**src/rtl/rem_recon.sv**
```systemverilog
// rem_recon: rebuilds a dividend P = Q*B + R with a 3-cycle shift-add
// multiplier over the operand magnitudes, followed by a sign fix-up.
module rem_recon (
  input  logic             clk,
  input  logic             rst_n,
  input  logic             start,
  input  logic       [2:0] Q,
  input  logic       [2:0] B,
  input  logic       [4:0] R,
  output logic       [5:0] P,
  output logic             busy,
  output logic             done,
  output logic             DZF,
  output logic             SF,
  output logic             ZF
);

  typedef enum logic [1:0] {
    IDLE = 2'd0,
    CALC = 2'd1,
    DONE = 2'd2
  } state_t;

  state_t     state;
  state_t     state_n;
  logic       load;

  logic [2:0] q_r;
  logic [2:0] b_r;
  logic [4:0] r_r;
  logic [4:0] acc;
  logic [1:0] cnt;

  logic [2:0] q_mag;
  logic [2:0] b_mag;
  logic [4:0] addend;
  logic       neg;
  logic       bz;
  logic [5:0] prod;
  logic [5:0] sprod;
  logic [5:0] sum;
  logic [5:0] result;

  always_ff @(posedge clk) begin
    if (!rst_n) state <= IDLE;
    else        state <= state_n;
  end

  always_comb begin
    state_n = state;
    load    = 1'b0;
    unique case (state)
      IDLE: begin
        if (start) begin
          state_n = CALC;
          load    = 1'b1;
        end
      end
      CALC: if (cnt == 2'd2) state_n = DONE;
      DONE: state_n = IDLE;
      default: state_n = IDLE;
    endcase
  end

  // |-4| wraps to 3'b100, which reads correctly as unsigned 4
  assign q_mag  = q_r[2] ? -q_r : q_r;
  assign b_mag  = b_r[2] ? -b_r : b_r;
  assign addend = q_mag[cnt] ? ({2'b00, b_mag} << cnt) : 5'd0;

  assign neg    = q_r[2] ^ b_r[2];
  assign bz     = (b_r == 3'd0);
  assign prod   = {1'b0, acc};
  assign sprod  = neg ? -prod : prod;
  assign sum    = sprod + {r_r[4], r_r};
  assign result = bz ? 6'd0 : sum;

  always_ff @(posedge clk) begin
    if (!rst_n) begin
      q_r  <= '0;
      b_r  <= '0;
      r_r  <= '0;
      acc  <= '0;
      cnt  <= '0;
      P    <= '0;
      busy <= 1'b0;
      done <= 1'b0;
      DZF  <= 1'b0;
      SF   <= 1'b0;
      ZF   <= 1'b0;
    end else begin
      // strobes trail the state by one edge so start-to-done is 4 cycles
      busy <= (state == CALC);
      done <= (state == DONE);
      if (load) begin
        q_r <= Q;
        b_r <= B;
        r_r <= R;
        acc <= '0;
        cnt <= '0;
      end else if (state == CALC) begin
        acc <= acc + addend;
        cnt <= cnt + 2'd1;
      end
      if (state == DONE) begin
        P   <= result;
        SF  <= result[5];
        ZF  <= (result == 6'd0);
        DZF <= bz;
      end
    end
  end

endmodule

```
**config.mk**
```make
export PLATFORM = sky130hd
export DESIGN_NAME = rem_recon
export DESIGN_NICKNAME = d
export VERILOG_FILES = /design/src/rtl/rem_recon.sv
export SDC_FILE = /design/constraint.sdc
export NUM_CORES = 1
export LEC_CHECK = 0
export CAP_MARGIN = 20
export CORE_ASPECT_RATIO = 1.1
export CORE_MARGIN = 5
export CORE_UTILIZATION = 25
export DETAILED_ROUTE_END_ITERATION = 8
export PLACE_DENSITY = 0.49
export SYNTH_ARGS = -nofsm -noshare
export SYNTH_HDL_FRONTEND = slang
export SYNTH_SLANG_ARGS = --single-unit
```
**constraint.sdc**
```tcl
create_clock -name clk -period 3.2 [get_ports clk]
set_input_delay 0.32 -clock clk [delete_from_list [all_inputs] [get_ports clk]]
set_output_delay 0.32 -clock clk [all_outputs]
set_load 0.02 [all_outputs]
```
==> flow_metrics.tcl, run 1 <==
set metrics [dict create \
    ys.flop_type "dfxtp_1" \
    clk_pin_slew_ns 0.07 \
    drt_iter0_markers 47 \
    wl_met1_mm 1.54 \
    cts_buffers 5 \
    avgSynthCellArea_um2 8.80 \
    setup_viol 0 \
    grt_usage 0.0936 \
    synth-warning-count 0 \
    drtPass1Iterations 4 \
    clkLatencyLatePin_ns 0.28 \
    hp-class "flip-flop to flip-flop" \
    worstSetupEndpointType "flip-flop" \
    max_stage_delay_ns 0.53 \
    synthCells 182 \
    skew_ns 0.0108 \
    n_antenna_cell 0 \
    holdWs_ns 0.490 \
    die_w_um 86.3 \
    cts_hold_buf 0 \
    seq_area_um2 601 \
    cts_setup_buffers 0 \
    clock-sinks 30 \
    drc 0 \
    dieArea_um2 8110 \
    p_leak_nw 0.801 \
    drv_cap 0 \
    min_period_ns 2.79 \
    die_height_um 93.9 \
    io-pin-count 25 \
    fin_util 0.324 \
    crit_fanout 3 \
    crit_chain "inv_1 > ha_1 > mux2i_1 > a211oi_1 > nor2_1 > nor2_1 > ha_1 > nor2b_1 > o21a_1 > or4b_1 > a21o_1 > a21oi_2" \
    yosys.area.top_type_share 0.375 \
    cts_tree "yes" \
    htree_levels 2 \
    clock_path_buffers 2 \
    grt_pass1_vias 1310 \
    synth_edf_count 0 \
    wl_per_cell_um 11.9 \
    required_ns 3.41 \
    crit_buf_inv 1 \
    grt_overflow_total 0 \
    via_per_inst 4.51 \
    ir_drop_v 0.000157 \
    area_growth_pct 25.3 \
    start_kind "flip-flop" \
    synth_area_leaders "dfxtp_1, ha_1, nor2_1, xnor2_1, a22o_1" \
    cts-root-buf "clkbuf_8" \
    status "finished, final reports clean" \
    fillers 666 \
    multi_input_area_um2 915 \
    place_area_um2 1920 \
    post-route-period-util 0.872 \
    dpl.hpwl_mm 2.72 \
    antenna_found_initial 0 \
    synth_top_cells_by_count "dfxtp_1, nor2_1, ha_1, inv_1" \
    yosysUniqueCellTypes 39 \
    grt_max_degree 14 \
    synth_largest_area_cell "dfxtp_1" \
    routed-wl-met2_mm 1.72 \
    drive_gt1_frac 0.0574 \
    timing_worst_setup_path_type "flip-flop to flip-flop" \
    power.density_nw_per_um2 437 \
    drt_wl_total_mm 3.44 \
    core_area_um2 6190 \
    stdcell_area_um2 2010 \
    nets 237 \
    yosys_register_bits 30 \
    initial_core_util 0.259 \
    tns_ns 0 \
    grt_pass1_wl_mm 5.99 \
    drv_slew 0 \
    crit_family "simple AND/OR/NAND/NOR gates" \
    port_buffers 24 \
    slew_headroom 0.675 \
    cp.arrival_ns 3.00 \
    max_slew.worst_pin.slew_ns 0.486 \
    syn_nets 211 \
    ant_nets 0 \
    num_vias 1302 \
    ys_seq_area_frac 0.375 \
    routed.top_layer "met4" \
    cts-resized-gates 0 \
    synthesis.area_um2 1600 \
    place_congestion 0.822 \
    rsz0062_at_grt "no" \
    async_reset_ff_frac 0 \
    finalHoldViolCount 0 \
    rows 30 \
    fmax_mhz 358 \
    cp_slowest_cell "or4b_1" \
    routed-wl-met3_um 151 \
    post-synth-top-count-cell "dfxtp_1" \
]
final timing paths:
path                        from             endpoint  slack [ns]  cells past startpoint
max          q_r[0]$_SDFFE_PN0P_  acc[4]$_SDFFE_PP0P_        0.41                     12
min            P[5]$_SDFFE_PN0P_    P[5]$_SDFFE_PN0P_        0.49                      2
max reg2reg  q_r[0]$_SDFFE_PN0P_  acc[4]$_SDFFE_PP0P_        0.41                     12
min reg2reg    P[5]$_SDFFE_PN0P_    P[5]$_SDFFE_PN0P_        0.49                      2
tightest hold or removal path, stage by stage (launching register included):
cell	delay [ns]
dfxtp_1	0.32
nand3_1	0.07
o31ai_1	0.06
placed cells by master, fill, tap and decap left out, drive strengths merged, types with 2 or more instances in the layout:
master,n
and2,2
a21o,3
dfxtp,30
mux2i,3
nand2b,3
nor2,27
nand2,10
a22oi,5
inv,14
ha,13
fa,2
a22o,6
mux2,2
o21ai,6
a21oi,11
xor2,4
a211oi,3
nand3,6
xnor2,8
nor2b,2
clkbuf,7
clkdlybuf4s50,24
nor3,3
registers in the layout (all words and copies together), names as in the netlist:
signal and cells:
P 6, acc 5, r_r 5, b_r 3
q_r 3, cnt 2, state 2, DZF 1
ZF 1, busy 1, done 1
layer usage:
metal  vias to the layer above  global-route usage
met2                        21               0.157
met1                       599               0.112
met4                         0              0.0312
li1                        680                   -
met5                         -                   0
met3                         2              0.0307
stage by stage:
stage	cells	setup slack, ns	power [mW]
after global routing	289	0.187	0.929
after floorplan	182	0.615	0.521
after detailed placement	281	0.464	0.569
after global placement	281	0.501	0.567
after CTS	289	0.401	0.888
final	289	0.409	0.878
final cells by class:
| cell class | instances | share of cell area |
|---|---|---|
| Timing Repair Buffer | 25 | 0.123 |
| Multi-Input combinational cell | 132 | 0.456 |
| Clock buffer | 7 | 0.0430 |
| Inverter | 14 | 0.0262 |
| Clock inverter | 1 | 0.00249 |
| Sequential cell | 30 | 0.299 |
| Tap cell | 80 | 0.0499 |
logic make-up (layout without fill, tap and decap cells):
| kind of cell | count (synthesis) | after routing | synth area share |
|---|---|---|---|
| compound gates | 42 | 42 | 0.179 |
| buf+inv | 20 | 47 | 0.0539 |
| xor+xnor | 12 | 12 | 0.0656 |
| fa+ha+maj | 15 | 15 | 0.127 |
| flops | 30 | 30 | 0.375 |
| mux | 5 | 5 | 0.0328 |
| simple gates | 58 | 58 | 0.167 |
power breakdown:
group	internal, mW	switching, mW
Combinational	0.0691	0.0782
Clock	0.173	0.146
Sequential	0.392	0.0183
(Power assumes the default switching activity.)
==> inputs of run 2 (changes only) <==
ABC_AREA = 1   (was default)
PLACE_DENSITY = 0.45   (was 0.49)
==> run 2 against run 1 <==
Against the previous run:
- critical path depth is 8 higher
- clock-buffer cell count is 1 lower
- highest routed layer unchanged
- area after synthesis is 12% higher
- critical path type unchanged
- final area is 13% higher
- wire length is 26% higher
- non-clock buffer count stayed put
- die area is 11% higher
- utilization hardly changed
- synthesized cell count is 37% higher
- sequential power hardly changed
==> flow_metrics.tcl, run 2 <==
set metrics [dict create \
    status "finished, final reports clean" \
    area_growth_pct 26.4 \
    yosysUniqueCellTypes 31 \
    drt_iter0_markers 48 \
    syn_nets 279 \
    cp_slowest_cell "fa_1" \
    max_stage_delay_ns 0.39 \
    start_kind "flip-flop" \
    cts-root-buf "clkbuf_8" \
    die_height_um 98.9 \
    async_reset_ff_frac 0 \
    io-pin-count 25 \
    required_ns 3.42 \
    hp-class "flip-flop to flip-flop" \
    nets 307 \
    cp.arrival_ns 2.67 \
    port_buffers 24 \
    finalHoldViolCount 0 \
    avgSynthCellArea_um2 7.18 \
    cts_buffers 5 \
    crit_chain "inv_1 > ha_1 > a21oi_1 > o21ai_0 > o21ai_1 > nor2_1 > nand2_1 > inv_1 > ha_1 > inv_1 > fa_1 > o21bai_1 > nand2_1 > nand2_1 > inv_1 > nand2_1 > nand3_1 > nand2_1 > inv_1 > nor2_1" \
    power_mw 1.09 \
    largest_register_ffs 6 \
    synth-warning-count 0 \
    drtPass1Iterations 4 \
    synth_top_cells_by_count "nand2_1, dfxtp_1, inv_1" \
    setup_viol 0 \
    place_congestion 0.797 \
    drive_gt1_frac 0.133 \
    grt_usage 0.101 \
    rows 32 \
    clock_path_buffers 2 \
    post-route-period-util 0.765 \
    rsz0062_at_grt "no" \
    grt_max_degree 20 \
    post-synth-top-count-cell "nand2_1" \
    final_common_cell "nand2_1" \
    synth_edf_count 0 \
    ys.flop_type "dfxtp_1" \
    drv_cap 0 \
    regMostFlops "P" \
    clkLatencyLatePin_ns 0.28 \
    cts_hold_buf 0 \
    ir_drop_v 0.000206 \
    fmax_mhz 408 \
    ant_nets 0 \
    p_leak_nw 0.959 \
    slew_headroom 0.727 \
    grt_pass1_wl_mm 7.35 \
    ys_seq_area_frac 0.335 \
    synthesis.area_um2 1790 \
    dieArea_um2 8970 \
    drc 0 \
    initial_core_util 0.256 \
    clk_pin_slew_ns 0.07 \
    skew_ns 0.00843 \
    htree_levels 2 \
    crit_fanout 3 \
    via_per_inst 4.32 \
    n_antenna_cell 0 \
    power.density_nw_per_um2 481 \
    grt_pass1_vias 1530 \
    cts_tree "yes" \
    yosys.area.top_type_share 0.335 \
    reg_top3 "P (6), acc (5), r_r (5)" \
    worstSetupEndpointType "flip-flop" \
    cts_setup_buffers 0 \
    wl_per_cell_um 11.9 \
    crit_buf_inv 5 \
    antenna_found_initial 0 \
    num_vias 1572 \
    drt_wl_total_mm 4.33 \
    tns_ns 0 \
    drv_slew 0 \
    max_slew.worst_pin.slew_ns 0.405 \
    synth_largest_area_cell "dfxtp_1" \
    synth_area_leaders "dfxtp_1, nand2_1, ha_1, inv_1, a21oi_1" \
    die_w_um 90.8 \
    crit_family "adder cells" \
    grt_overflow_total 0 \
    dpl.hpwl_mm 3.35 \
    clock-sinks 30 \
    yosys_register_bits 30 \
    core_area_um2 7010 \
    timing_worst_setup_path_type "flip-flop to flip-flop" \
    min_period_ns 2.45 \
    cts-resized-gates 0 \
    layout_common_cells "nand2_1, dfxtp_1, inv_1, clkdlybuf4s50_1, nor2_1" \
    synthCells 250 \
]
## run 2: cell types whose count changed after synthesis, moves of 4 or more
cell | before | now
a21oi_1 | 10 | 19
a22o_1 | 6 | 0
a22oi_1 | 5 | 0
inv_1 | 13 | 27
inv_2 | 1 | 12
nand2_1 | 10 | 53
nand3_1 | 6 | 15
nor2_1 | 27 | 20
nor2_2 | 0 | 4
nor2_4 | 0 | 4
o21ai_0 | 6 | 18
o21ai_1 | 0 | 9
xnor2_1 | 8 | 2
## run 2: kinds of logic after synthesis
group,count (synthesis),share of synthesized area
compound gates,52,0.155
xor+xnor,5,0.0244
fa+ha+maj,15,0.113
buf+inv,43,0.0948
flops,30,0.335
simple gates,105,0.278
## run 2: worst paths after layout
kind,from,slack (ns),to,depth (start not counted)
worst min register to register,P[0]$_SDFFE_PN0P_,0.47,P[0]$_SDFFE_PN0P_,2
worst max-delay path,q_r[0]$_SDFFE_PN0P_,0.75,acc[4]$_SDFFE_PP0P_,20
worst max register to register,q_r[0]$_SDFFE_PN0P_,0.75,acc[4]$_SDFFE_PP0P_,20
worst min-delay path,P[0]$_SDFFE_PN0P_,0.47,P[0]$_SDFFE_PN0P_,2
## run 2: cell type report
| class | instances | area, µm² |
|---|---|---|
| multi-input cells | 177 | 1020 |
| well taps | 85 | 106 |
| inverters | 39 | 146 |
| flip-flops and latches | 30 | 601 |
| fillers | 738 | 4740 |
| clock buffers | 6 | 82.6 |
| clock inverters | 2 | 60.1 |
| repair buffers | 25 | 248 |
## run 2: through the flow
step           setup WS [ns]  instances  utilization  hold slack, ns  area, µm²
6_report               0.751        364        0.324           0.472       2270
2_1_floorplan          0.935        250            -           0.448       1790
3_3_place_gp           0.800        356        0.303           0.463       2120
4_1_cts                0.738        364        0.324           0.477       2270
5_1_grt                0.408        364        0.324           0.504       2270
3_5_place_dp           0.754        356        0.303           0.466       2120
## run 2: worst register-to-register path, cell delays in order (launching register included)
cell and delay (ns):
dfxtp_1 0.33, inv_1 0.05, ha_1 0.26, a21oi_1 0.05, o21ai_0 0.07, o21ai_1 0.09
nor2_1 0.17, nand2_1 0.07, inv_1 0.06, ha_1 0.15, inv_1 0.05, fa_1 0.39
o21bai_1 0.15, nand2_1 0.06, nand2_1 0.07, inv_1 0.04, nand2_1 0.08, nand3_1 0.08
nand2_1 0.06, inv_1 0.03, nor2_1 0.08
## run 2: where the power goes
group	internal (mW)	switching (mW)	total, mW
logic	0.0733	0.121	0.194
clock network	0.332	0.155	0.487
registers	0.393	0.0169	0.410
total	0.799	0.293	1.09
## run 2: per-layer routing
metal / global-route usage / routed length, µm
met1: 0.127 / 2140
met2: 0.173 / 2040
met3: 0.0206 / 106
met4: 0.0305 / 44
met5: 0 / 0
==> inputs of run 3 (changes only) <==
clock period = 2.4 ns   (was 3.2 ns; I/O delays follow)
==> run 3 against run 2 <==
Against the previous run:
- via count grew 6.0%
- combinational power grew 47%
- clock power shrank 9.4%
- utilization grew 1.1 points
- largest cell class unchanged
- final area grew 3.5%
- critical path type unchanged
==> flow_metrics.tcl, run 3 (same netlist as run 2, synthesis figures left out) <==
set metrics [dict create \
    n_antenna_cell 0 \
    p_leak_nw 0.986 \
    ant_nets 0 \
    layout_common_cells "nand2_1, dfxtp_1, clkdlybuf4s50_1, inv_1, nor2_1" \
    hp-class "flip-flop to flip-flop" \
    clk_pin_slew_ns 0.07 \
    global_route.usage.met1 0.126 \
    crit_family "adder cells" \
    slew_headroom 0.785 \
    num_vias 1666 \
    p_int_mw 0.872 \
    grt_max_degree 19 \
    crit_buf_inv 4 \
    reg_top3 "P (6), acc (5), r_r (5)" \
    grt_pass1_vias 1636 \
    drt_iter0_markers 41 \
    io-pin-count 25 \
    drive_gt1_frac 0.224 \
    cts_hold_buf 0 \
    grt_overflow_total 0 \
    regMostFlops "P" \
    holdWs_ns 0.476 \
    htree_levels 2 \
    setup_viol 0 \
    rows 32 \
    cts_buffers 5 \
    timing_worst_setup_path_type "flip-flop to flip-flop" \
    fin_cells 375 \
    place_congestion 0.805 \
    fin_ws_ns 0.0333 \
    clock-sinks 30 \
    antenna_found_initial 0 \
    min_period_ns 2.37 \
    pwr-share-clk 0.346 \
    largest_register_ffs 6 \
    drc 0 \
    pwr-share-comb 0.224 \
    dieArea_um2 8970 \
    dpl_worst_slack_ns -0.0379 \
    die_height_um 98.9 \
    status "finished, final reports clean" \
    ir_drop_v 0.000225 \
    fillers 749 \
    use_met2 0.181 \
    required_ns 2.59 \
    grt_busiest_layer "met2" \
    dpl.hpwl_mm 3.57 \
    sw_frac_of_total 0.317 \
    finalHoldViolCount 0 \
    skew_ns 0.00769 \
    drt_wl_total_mm 4.53 \
    cp_slowest_cell "fa_2" \
    max_slew.worst_pin.slew_ns 0.319 \
    drv_cap 0 \
    via_per_inst 4.44 \
    max_stage_delay_ns 0.35 \
    dp_cells 364 \
    power_switching_mw 0.404 \
    rsz0062_at_grt "yes" \
    post-route-period-util 0.986 \
    cp.arrival_ns 2.56 \
    core_area_um2 7010 \
    clkLatencyLatePin_ns 0.29 \
    start_kind "flip-flop" \
    grt_usage 0.105 \
    nets 318 \
    grt_pass1_wl_mm 7.60 \
    drv_slew 0 \
    crit_fanout 3 \
    met3_usage 0.0267 \
    clock_path_buffers 2 \
    cts-root-buf "clkbuf_8" \
    crit_chain "inv_2 > ha_4 > a21oi_2 > o21ai_1 > o21ai_1 > nor2_1 > nand2_1 > inv_1 > ha_2 > inv_2 > fa_2 > o21bai_1 > nand2_1 > nand2_2 > inv_2 > nand2_2 > nand4_1 > nand2_1 > nor2_1" \
    fmax_mhz 423 \
    p_seq_frac 0.430 \
    power.density_nw_per_um2 544 \
    final_common_cell "nand2_1" \
    drtPass1Iterations 4 \
    die_w_um 90.8 \
    area_growth_pct 30.8 \
    port_buffers 24 \
    wl_per_cell_um 12.1 \
    initial_core_util 0.256 \
    cts_tree "yes" \
    worstSetupEndpointType "flip-flop" \
]
-- run 3: tightest hold or removal path, delay by kind of cell (launching register included) --
family	cells	cell delay, ns
flip-flops	1	0.32
AND/OR/NAND/NOR	2	0.11
-- run 3: final cells by class --
| cell class | count | area (µm²) | area share |
|---|---|---|---|
| inverter | 39 | 146 | 0.0624 |
| sequential | 30 | 604 | 0.257 |
| clock buffer | 6 | 82.6 | 0.0352 |
| multi-input combinational | 177 | 1060 | 0.454 |
| timing repair buffer | 36 | 330 | 0.141 |
| clock inverter | 2 | 12.5 | 0.00533 |
| tap | 85 | 106 | 0.0453 |
-- run 3: path summary, 6_finish.rpt --
path / depth (start not counted) / end / from / slack [ns]
max: 19 / acc[4]$_SDFFE_PP0P_ / q_r[0]$_SDFFE_PN0P_ / 0.03
min: 2 / P[3]$_SDFFE_PN0P_ / P[3]$_SDFFE_PN0P_ / 0.48
max reg2reg: 19 / acc[4]$_SDFFE_PP0P_ / q_r[0]$_SDFFE_PN0P_ / 0.03
min reg2reg: 2 / P[3]$_SDFFE_PN0P_ / P[3]$_SDFFE_PN0P_ / 0.48
-- run 3: power by group through the flow --
stage               clock [mW]  combinational (mW)  sequential [mW]
floorplan                    0               0.185            0.555
global placement             0               0.275            0.559
detailed placement           0               0.274            0.559
CTS                      0.454               0.281            0.548
global route             0.477               0.327            0.552
finish                   0.441               0.286            0.549
-- run 3: timing repair --
item                                    CTS  global route
gates resized for setup                   3            16
endpoints found under the setup margin    1             3
endpoints found under the hold margin     0             0
pin swaps                                 3            13
buffers inserted                          1             2
-- run 3: routing by layer --
| layer | share of wire | vias to the layer above | routed length [µm] |
|---|---|---|---|
| li1 | - | 881 | - |
| met1 | 0.47 | 752 | 2120 |
| met2 | 0.48 | 26 | 2170 |
| met3 | 0.036 | 7 | 163 |
| met4 | 0.018 | 0 | 80 |
| met5 | 0 | - | 0 |
-- run 3: stage by stage --
step                      instance area (µm²)   util  power (mW)  TNS [ns]
after floorplan                          1790      -       0.740         0
after global placement                   2180  0.312       0.834         0
after detailed placement                 2180  0.312       0.833   -0.0379
after CTS                                2290  0.327        1.28         0
after global routing                     2350  0.335        1.36    -0.167
final                                    2350  0.335        1.28         0
